===== config.mk =====
export PLATFORM = sky130hd
export DESIGN_NAME = pipe_writeback_line_flat
export DESIGN_NICKNAME = d
export VERILOG_FILES = /design/src/rtl/pipe_writeback_line_if.sv /design/src/rtl/pipe_writeback_line.sv /design/src/flat_wrapper.sv
export SDC_FILE = /design/constraint.sdc
export NUM_CORES = 1
export LEC_CHECK = 0
export CAP_MARGIN = 20
export CORE_MARGIN = 8
export CORE_UTILIZATION = 43
export DETAILED_ROUTE_END_ITERATION = 10
export PLACE_DENSITY = 0.78
export REMOVE_ABC_BUFFERS = 1
export SYNTH_ARGS = -nofsm -noshare
export SYNTH_HDL_FRONTEND = slang
export SYNTH_SLANG_ARGS = --single-unit

===== constraint.sdc =====
create_clock -name clk_pl -period 1.7 [get_ports clk_pl]
set_input_delay 0.255 -clock clk_pl [delete_from_list [all_inputs] [get_ports clk_pl]]
set_output_delay 0.255 -clock clk_pl [all_outputs]
set_load 0.1 [all_outputs]

===== src/rtl/pipe_writeback_line_if.sv =====
// Write-back pipeline bus: capture bundle, control, decode read ports and observed results.
interface pipe_writeback_line_if #(
  parameter int unsigned WIDTH = 32,
  parameter int unsigned DEPTH = 2,
  parameter int unsigned AW    = 5
);
  localparam int unsigned OCC_W = $clog2(DEPTH + 1);

  logic             in_valid;
  logic [WIDTH-1:0] in_data;
  logic [AW-1:0]    in_wa;
  logic             in_we;
  logic             stall;
  logic             flush;
  logic [AW-1:0]    ra_a;
  logic [AW-1:0]    ra_b;
  logic             out_valid;
  logic [WIDTH-1:0] out_data;
  logic [AW-1:0]    out_wa;
  logic             out_we;
  logic             hazard_a;
  logic             hazard_b;
  logic [WIDTH-1:0] fwd_a;
  logic [WIDTH-1:0] fwd_b;
  logic [OCC_W-1:0] occupancy;

  // Upstream/decode side: drives the bundle and read addresses, observes results.
  modport master (
    output in_valid, in_data, in_wa, in_we, stall, flush, ra_a, ra_b,
    input  out_valid, out_data, out_wa, out_we, hazard_a, hazard_b, fwd_a, fwd_b, occupancy
  );

  // Pipeline side.
  modport slave (
    input  in_valid, in_data, in_wa, in_we, stall, flush, ra_a, ra_b,
    output out_valid, out_data, out_wa, out_we, hazard_a, hazard_b, fwd_a, fwd_b, occupancy
  );
endinterface


===== src/rtl/pipe_writeback_line.sv =====
// DEPTH-stage write-back delay line with stall/flush, occupancy and a RAW
// scoreboard that forwards the youngest in-flight result to two read ports.
module pipe_writeback_line #(
  parameter int unsigned WIDTH           = 32,
  parameter int unsigned DEPTH           = 2,
  parameter int unsigned AW              = 5,
  parameter bit          ZERO_REG_IGNORE = 1'b1
) (
  input  logic                  clk_pl,
  input  logic                  rst_n_pl,
  pipe_writeback_line_if.slave  bus
);
  localparam int unsigned OCC_W = $clog2(DEPTH + 1);

  typedef struct packed {
    logic             valid;
    logic [WIDTH-1:0] data;
    logic [AW-1:0]    wa;
    logic             we;
  } stage_t;

  stage_t stage_q [DEPTH];
  stage_t stage_d [DEPTH];

  logic             hit_a, hit_b;
  logic [WIDTH-1:0] fwd_a_v, fwd_b_v;
  logic [OCC_W-1:0] occ;

  // A stage supplies a read port only when it holds a real, enabled write to that address.
  function automatic logic stage_match(stage_t s, logic [AW-1:0] ra);
    return s.valid && s.we && (s.wa == ra) && !(ZERO_REG_IGNORE && (ra == '0));
  endfunction

  // Next-state: flush clears everything, stall holds, otherwise shift toward the oldest stage.
  always_comb begin
    stage_d = stage_q;
    if (bus.flush) begin
      for (int k = 0; k < int'(DEPTH); k++) stage_d[k] = '0;
    end else if (!bus.stall) begin
      stage_d[0] = '{valid: bus.in_valid, data: bus.in_data, wa: bus.in_wa, we: bus.in_we};
      for (int k = 1; k < int'(DEPTH); k++) stage_d[k] = stage_q[k-1];
    end
  end

  // Stage registers.
  always_ff @(posedge clk_pl or negedge rst_n_pl) begin
    if (!rst_n_pl) begin
      for (int k = 0; k < int'(DEPTH); k++) stage_q[k] <= '0;
    end else begin
      for (int k = 0; k < int'(DEPTH); k++) stage_q[k] <= stage_d[k];
    end
  end

  // Scoreboard: scan oldest to youngest so the youngest match overwrites older ones.
  always_comb begin
    hit_a   = 1'b0;
    hit_b   = 1'b0;
    fwd_a_v = '0;
    fwd_b_v = '0;
    for (int k = int'(DEPTH) - 1; k >= 0; k--) begin
      if (stage_match(stage_q[k], bus.ra_a)) begin
        hit_a   = 1'b1;
        fwd_a_v = stage_q[k].data;
      end
      if (stage_match(stage_q[k], bus.ra_b)) begin
        hit_b   = 1'b1;
        fwd_b_v = stage_q[k].data;
      end
    end
  end

  // Occupancy: popcount of the stage valid bits.
  always_comb begin
    occ = '0;
    for (int k = 0; k < int'(DEPTH); k++) occ = occ + OCC_W'(stage_q[k].valid);
  end

  // Bank write port comes straight from the oldest stage; bubbles never write.
  assign bus.out_valid = stage_q[DEPTH-1].valid;
  assign bus.out_data  = stage_q[DEPTH-1].data;
  assign bus.out_wa    = stage_q[DEPTH-1].wa;
  assign bus.out_we    = stage_q[DEPTH-1].we & stage_q[DEPTH-1].valid;
  assign bus.hazard_a  = hit_a;
  assign bus.hazard_b  = hit_b;
  assign bus.fwd_a     = fwd_a_v;
  assign bus.fwd_b     = fwd_b_v;
  assign bus.occupancy = occ;
endmodule

===== src/flat_wrapper.sv =====
// flat-port wrapper written by rule: the top's interface ports become plain ports
module pipe_writeback_line_flat 
#(
  parameter int unsigned WIDTH           = 32,
  parameter int unsigned DEPTH           = 2,
  parameter int unsigned AW              = 5,
  parameter bit          ZERO_REG_IGNORE = 1'b1
)
  (clk_pl, rst_n_pl, bus_in_valid, bus_in_data, bus_in_wa, bus_in_we, bus_stall, bus_flush, bus_ra_a, bus_ra_b, bus_out_valid, bus_out_data, bus_out_wa, bus_out_we, bus_hazard_a, bus_hazard_b, bus_fwd_a, bus_fwd_b, bus_occupancy);
  pipe_writeback_line_if #(.WIDTH(WIDTH), .DEPTH(DEPTH), .AW(AW)) bus_i ();
  input  logic clk_pl;
  input  logic rst_n_pl;
  input wire logic [$bits(bus_i.in_valid)-1:0] bus_in_valid;
  input wire logic [$bits(bus_i.in_data)-1:0] bus_in_data;
  input wire logic [$bits(bus_i.in_wa)-1:0] bus_in_wa;
  input wire logic [$bits(bus_i.in_we)-1:0] bus_in_we;
  input wire logic [$bits(bus_i.stall)-1:0] bus_stall;
  input wire logic [$bits(bus_i.flush)-1:0] bus_flush;
  input wire logic [$bits(bus_i.ra_a)-1:0] bus_ra_a;
  input wire logic [$bits(bus_i.ra_b)-1:0] bus_ra_b;
  output wire logic [$bits(bus_i.out_valid)-1:0] bus_out_valid;
  output wire logic [$bits(bus_i.out_data)-1:0] bus_out_data;
  output wire logic [$bits(bus_i.out_wa)-1:0] bus_out_wa;
  output wire logic [$bits(bus_i.out_we)-1:0] bus_out_we;
  output wire logic [$bits(bus_i.hazard_a)-1:0] bus_hazard_a;
  output wire logic [$bits(bus_i.hazard_b)-1:0] bus_hazard_b;
  output wire logic [$bits(bus_i.fwd_a)-1:0] bus_fwd_a;
  output wire logic [$bits(bus_i.fwd_b)-1:0] bus_fwd_b;
  output wire logic [$bits(bus_i.occupancy)-1:0] bus_occupancy;
  assign bus_i.in_valid = bus_in_valid;
  assign bus_i.in_data = bus_in_data;
  assign bus_i.in_wa = bus_in_wa;
  assign bus_i.in_we = bus_in_we;
  assign bus_i.stall = bus_stall;
  assign bus_i.flush = bus_flush;
  assign bus_i.ra_a = bus_ra_a;
  assign bus_i.ra_b = bus_ra_b;
  assign bus_out_valid = bus_i.out_valid;
  assign bus_out_data = bus_i.out_data;
  assign bus_out_wa = bus_i.out_wa;
  assign bus_out_we = bus_i.out_we;
  assign bus_hazard_a = bus_i.hazard_a;
  assign bus_hazard_b = bus_i.hazard_b;
  assign bus_fwd_a = bus_i.fwd_a;
  assign bus_fwd_b = bus_i.fwd_b;
  assign bus_occupancy = bus_i.occupancy;
  pipe_writeback_line #(.WIDTH(WIDTH), .DEPTH(DEPTH), .AW(AW), .ZERO_REG_IGNORE(ZERO_REG_IGNORE)) u_core (.clk_pl(clk_pl), .rst_n_pl(rst_n_pl), .bus(bus_i));
endmodule

==> metrics.yaml, run 1 <==
grt_max_degree: 79
r2r-end: "u_core.bus.out_wa[1]$_DFFE_PN0P_"
fp.dieW_um: 124
antenna_found_initial: 0
track_usage: 0.215
synthesis.area_mm2: 0.00505
vias_per_cell: 5.62
mostFrequentLayoutCell: "buf_12"
vias: 4759
dpl.hpwl_um: 12000
ys_seq_elements: 78
grt_overflow: 0
r2r_cells: 4
clock-sinks: 78
rr_startpoint: "u_core.bus.out_wa[1]$_DFFE_PN0P_"
cp.arrival_ns: 2.34
power_density_mw_per_mm2: 583
ir_worst_vdd_v: 0.000499
routed_wl_um: 19100
use_met1: 0.244
r2r_setup_slack_ns: 0.70
worstMarginPinSlew_ns: 0.387
post_synth.cell_area_avg_um2: 9.77
cts-root-buf: "clkbuf_16"
slew_viol_final: 0
io_pins: 160
failed_checks: "setup timing"
grt_use_met3: 0.0566
finalHoldViolations: 0
rsz0062_at_grt: "yes"
dieArea_mm2: 0.0155
dr.pass1.iters: 5
die_h_um: 124
fillCellCount: 669
synth-main-ff-cell: "dfrtp_1"
avgRoutedWirePerCell_um: 22.5
synth.distinct_cells: 31
layout.cells.non_filler: 847
clock_latency_ns: 0.33
status: "finished with violations"
busiest_layer: "met2"
totalPowerFinal_mw: 5.31
synth-async-reset-ratio: 1.00
drc: 0
h-tree-depth: 3
finClkSkew_ns: 0.00759
antenna_cells: 0
worst_slack_ns: -0.895
use_met2: 0.374
cts_tree: "done"
fmax_mhz: 385
hold_class: "in2reg"
synth_edf_count: 0
ant_nets: 0
synth_cells: 517
cts_buffer_depth: 2
endpoint_kind: "primary output"
grt_pass1_wl_um: 27400
yosysWarnings: 0
holdPathEnd: "u_core.stage_q[72]$_DFFE_PN0P_"
gp_congestion: 0.868
min_from: "bus_stall"
finalSetupViolCount: 66
critical_path_required_ns: 1.44
critPathLaunchType: "primary input"
cap_violations: 0
final_cell_mix: "buf_12, nor2_1, mux2i_1, dfrtp_1, buf_4"
period_needed_ns: 2.60
critPathMaxFanout: 8
initial_core_util: 0.440
fin_crit_sh: 1.53
slew_headroom: 0.742
drtIter0Drc: 348
path_clk_slew_ns: 0.05
grt_pass1_vias: 5109
layout.nets: 754
hold_depth: 3
crit_type: "in2out"
cp-startpoint: "bus_ra_b[2]"
drive_above_1_share: 0.443
port_buffers: 159
cts_buffers: 9
rows: 39
dp.cells: 813
fp.coreArea_mm2: 0.0115
power_leakage_nw: 3.97
ys_seq_area_frac: 0.386
syn_to_final_growth_pct: 80.3
## cell families after synthesis
family	Yosys count	synth area share
multiplexers	110	0.247
XOR/XNOR	18	0.0312
AND/OR/NAND/NOR	160	0.156
buffers and inverters	115	0.123
flip-flops	78	0.386
AO/OA/AOI/OAI	35	0.0530
adder cells (fa/ha/maj)	1	0.00248
## synthesized netlist by cell type (2+ instances only)
cell	instances	area, um^2
nor2_1	80	300
nand2_1	4	15.0
xnor2_1	10	87.6
mux2_2	3	33.8
buf_2	9	45.0
mux2_4	29	435
nor4_1	32	200
mux2i_1	78	781
clkbuf_1	27	101
xor2_1	8	70.1
dfrtp_1	78	1950
inv_1	35	131
o31ai_1	32	240
buf_4	40	300
nand3_1	32	160
nor3_1	2	10.0
nand4_1	3	18.8
buf_8	2	30.0
## worst max-delay path, stage by stage
cell and delay (ns):
clkdlybuf4s50_1 0.56, xnor2_1 0.15, o221a_2 0.21, nand4_1 0.15
buf_4 0.20, buf_4 0.20, o31ai_1 0.27, buf_4 0.18
buf_12 0.16
## state kept, by name (all words and copies together), names as in the netlist
name and cells:
u_core.bus.out_data 32, u_core.bus.out_valid 1, u_core.bus.out_wa 5, u_core.stage_q 40
## how the worst max path moves through the flow
stage / to / slack (ns) / depth (start not counted)
6_report: bus_fwd_b[9] / -0.90 / 9
5_1_grt: bus_fwd_b[2] / -0.93 / 9
4_1_cts: bus_fwd_a[8] / -0.82 / 8
3_5_place_dp: bus_fwd_b[31] / -0.87 / 8
3_3_place_gp: bus_fwd_b[22] / -0.76 / 9
2_1_floorplan: bus_fwd_b[0] / -3.19 / 4
## per-stage QoR
| stage | cell area, um^2 | TNS [ns] | hold slack (ns) | util | setup WS, ns |
|---|---|---|---|---|---|
| 2_1_floorplan | 4560 | -164.19 | -0.0406 | - | -3.19 |
| 3_3_place_gp | 8080 | -48.50 | 0.193 | 0.705 | -0.764 |
| 3_5_place_dp | 8080 | -51.94 | 0.194 | 0.705 | -0.865 |
| 4_1_cts | 8690 | -49.91 | 0.379 | 0.758 | -0.820 |
| 5_1_grt | 9110 | -55.86 | 0.403 | 0.794 | -0.927 |
| 6_report | 9110 | -52.05 | 0.388 | 0.794 | -0.895 |
## power by group
part	internal, mW	total (mW)	switching, mW	leakage [nW]
registers	1.94	2.06	0.116	1.05
logic	0.449	1.06	0.614	2.75
clock network	1.46	2.19	0.723	0.166
total	3.85	5.31	1.45	3.97
## cell type report
class / instances / area, um^2 / share of cell area
Clock buffer: 11 / 243 / 0.0267
Clock inverter: 4 / 95.1 / 0.0104
Inverter: 35 / 131 / 0.0144
Multi-Input combinational cell: 324 / 2870 / 0.315
Sequential cell: 78 / 1950 / 0.215
Tap cell: 143 / 179 / 0.0196
Timing Repair Buffer: 252 / 3640 / 0.400
## metal layers
| metal | part of all wire | wire (um) | up-vias |
|---|---|---|---|
| li1 | - | - | 2123 |
| met1 | 0.40 | 7660 | 2388 |
| met2 | 0.52 | 9850 | 213 |
| met3 | 0.061 | 1170 | 35 |
| met4 | 0.021 | 401 | 0 |
| met5 | 0 | 0 | - |
## timing repair
item	CTS	global route
resized for setup	41	64
buffers inserted	7	4
setup endpoints to repair	66	66
gates cloned	5	5
pin swaps	8	6
hold buffers	1	0
hold endpoints to repair	27	0
No activity file was read; power rests on OpenSTA's default activity.
==> run 2, diff against run 1 <==
--- a/config.mk
+++ b/config.mk
@@ -6,10 +6,10 @@
 export NUM_CORES = 1
 export LEC_CHECK = 0
 export CAP_MARGIN = 20
-export CORE_MARGIN = 8
-export CORE_UTILIZATION = 43
+export CORE_MARGIN = 2
+export CORE_UTILIZATION = 51
 export DETAILED_ROUTE_END_ITERATION = 10
-export PLACE_DENSITY = 0.78
+export PLACE_DENSITY = 0.87
 export REMOVE_ABC_BUFFERS = 1
 export SYNTH_ARGS = -nofsm -noshare
 export SYNTH_HDL_FRONTEND = slang
==> constraint.sdc (replaced) <==
create_clock -name clk_pl -period 3.1 [get_ports clk_pl]
set_input_delay 0.465 -clock clk_pl [delete_from_list [all_inputs] [get_ports clk_pl]]
set_output_delay 0.465 -clock clk_pl [all_outputs]
set_load 0.1 [all_outputs]
==> run 2 against run 1 <==
Compared with the run above:
- the flow now finishes without violations
- global-route usage rose by 4.1 points
- count of clock-buffer cells in the layout grew 1
- cell area fell by 19%
- clock skew is 0.00070 ns higher
- via count down 8.2%
- non-clock buffer count shrank 69
- largest power group is now sequential cells
==> metrics.yaml, run 2 (same netlist as run 1, synthesis figures left out) <==
vias_per_cell: 5.69  # was 5.62
cts_setup_buffers: 0  # was 7
finalSetupViolCount: 0  # was 66
antenna_found_initial: 0  # unchanged
postCtsHoldBufs: 0  # was 1
regMostFlops: "u_core.stage_q"  # unchanged
register_area_mm2: 0.00195  # about the same
path_clk_slew_ns: 0.08  # was 0.05 ns
port_buffers: 159  # unchanged
fillCellCount: 618  # was 669
avgRoutedWirePerCell_um: 17.9  # was 22.5 um
io_pins: 160  # unchanged
layout.cells.non_filler: 768  # was 847
postPlaceCellArea_mm2: 0.00713  # was 0.00808 mm^2
rows: 36  # was 39
cts_buffer_depth: 2  # unchanged
grt_pass1_vias: 4434  # was 5109
final_cell_mix: "nor2_1, mux2i_1, dfrtp_1, buf_12, buf_4"  # was buf_12, nor2_1, mux2i_1, dfrtp_1, buf_4
power_leakage_nw: 3.29  # was 3.97 nW
drive_above_1_share: 0.293  # was 0.443
fp.coreArea_mm2: 0.00968  # was 0.0115 mm^2
vias: 4370  # was 4759
clock_latency_ns: 0.34  # was 0.33 ns
dpl.hpwl_um: 9920  # was 12000 um
totalPowerFinal_mw: 2.42  # was 5.31 mW
cts_tree: "done"  # unchanged
worst_slack_ns: 0.104  # was -0.895 ns
status: "finished clean"  # was finished with violations
endpoint_kind: "primary output"  # unchanged
clock-sinks: 78  # unchanged
fp.dieW_um: 104  # was 124 um
critPathLaunchType: "primary input"  # unchanged
finalHoldViolations: 0  # unchanged
grt_pass1_wl_um: 22600  # was 27400 um
stdcell_area_mm2: 0.00735  # was 0.00911 mm^2
fin_util: 0.759  # was 0.794
period_needed_ns: 3.00
fin_crit_sh: 0.967
slew_viol_final: 0  # unchanged
fmax_mhz: 334
mostFrequentLayoutCell: "nor2_1"  # was buf_12
ant_nets: 0  # unchanged
dp.cells: 753  # was 813
drtIter0Drc: 268  # was 348
slew_headroom: 0.351  # was 0.742
initial_core_util: 0.522  # was 0.440
critical_path_required_ns: 2.63  # was 1.44 ns
dieArea_mm2: 0.0107  # was 0.0155 mm^2
finClkSkew_ns: 0.00829  # was 0.00759 ns
gp_congestion: 0.881  # was 0.868
rsz0062_at_grt: "no"  # was yes
cts-root-buf: "clkbuf_8"  # was clkbuf_16
crit_type: "in2out"  # unchanged
drc: 0  # unchanged
multi_input_area_mm2: 0.00250  # was 0.00287 mm^2
grt_overflow: 0  # unchanged
track_usage: 0.256  # was 0.215
cts_buffers: 9  # unchanged
antenna_cells: 0  # unchanged
worstMarginPinSlew_ns: 0.973  # was 0.387 ns
cp.arrival_ns: 2.53  # was 2.34 ns
power_density_mw_per_mm2: 329  # was 583 mW/mm^2
critPathMaxFanout: 19  # was 8
ctsResizeCount: 0  # was 41
routed_wl_um: 13700  # was 19100 um
cap_violations: 0  # unchanged
largest_reg_flops: 40  # unchanged
grt_max_degree: 79  # unchanged
dp_slack_ns: 0.122  # was -0.865 ns
ir_worst_vdd_v: 0.000244  # was 0.000499 V
dr.pass1.iters: 5  # unchanged
hold_class: "in2async"  # was in2reg
h-tree-depth: 3  # unchanged
layout.nets: 685  # was 754
syn_to_final_growth_pct: 45.6  # was 80.3%
die_h_um: 104  # was 124 um
-- run 2: cell type report --
type	count	share of cell area
clock buffer	12	0.0211
clock inverter	3	0.00919
inverter	35	0.0179
multi-input combinational	324	0.340
sequential	78	0.265
tap	133	0.0226
timing repair buffer	183	0.324
-- run 2: metrics by stage --
stage	setup TNS [ns]	hold slack, ns
floorplan	-84.65	0.169
global placement	0	0.508
detailed placement	0	0.543
CTS	0	0.302
global route	0	0.338
finish	0	0.268
-- run 2: path summary, 6_finish.rpt --
path                                                     start                                  end  slack (ns)  depth (start not counted)
min in group clk_pl        u_core.bus.out_data[28]$_DFFE_PN0P_  u_core.bus.out_data[28]$_DFFE_PN0P_        0.57                          2
max reg2reg                     u_core.stage_q[77]$_DFFE_PN0P_       u_core.stage_q[77]$_DFFE_PN0P_        2.25                          2
min reg2reg                u_core.bus.out_data[28]$_DFFE_PN0P_  u_core.bus.out_data[28]$_DFFE_PN0P_        0.57                          2
max                                                bus_ra_a[1]                        bus_fwd_a[30]        0.10                          7
max in group asynchronous                             rst_n_pl        u_core.stage_q[0]$_DFFE_PN0P_        2.19                          1
min                                                   rst_n_pl  u_core.bus.out_data[22]$_DFFE_PN0P_        0.27                          1
-- run 2: per-layer routing --
layer	wire [um]	vias to the layer above	track usage
met4	287	0	0.0869
met1	5300	2122	0.308
met2	7280	237	0.460
met5	0	-	0
li1	-	1976	-
met3	872	35	0.0503
-- run 2: report_power, final --
group,internal [mW],switching (mW),total [mW]
registers,1.06,0.0521,1.11
clock network,0.494,0.355,0.849
logic,0.163,0.294,0.457
-- run 2: critical path: stages --
cell	delay, ns
clkdlybuf4s50_1	0.49
or4_4	0.61
nor2_8	0.12
buf_4	0.26
nor4_1	0.10
mux2_4	0.30
buf_12	0.17
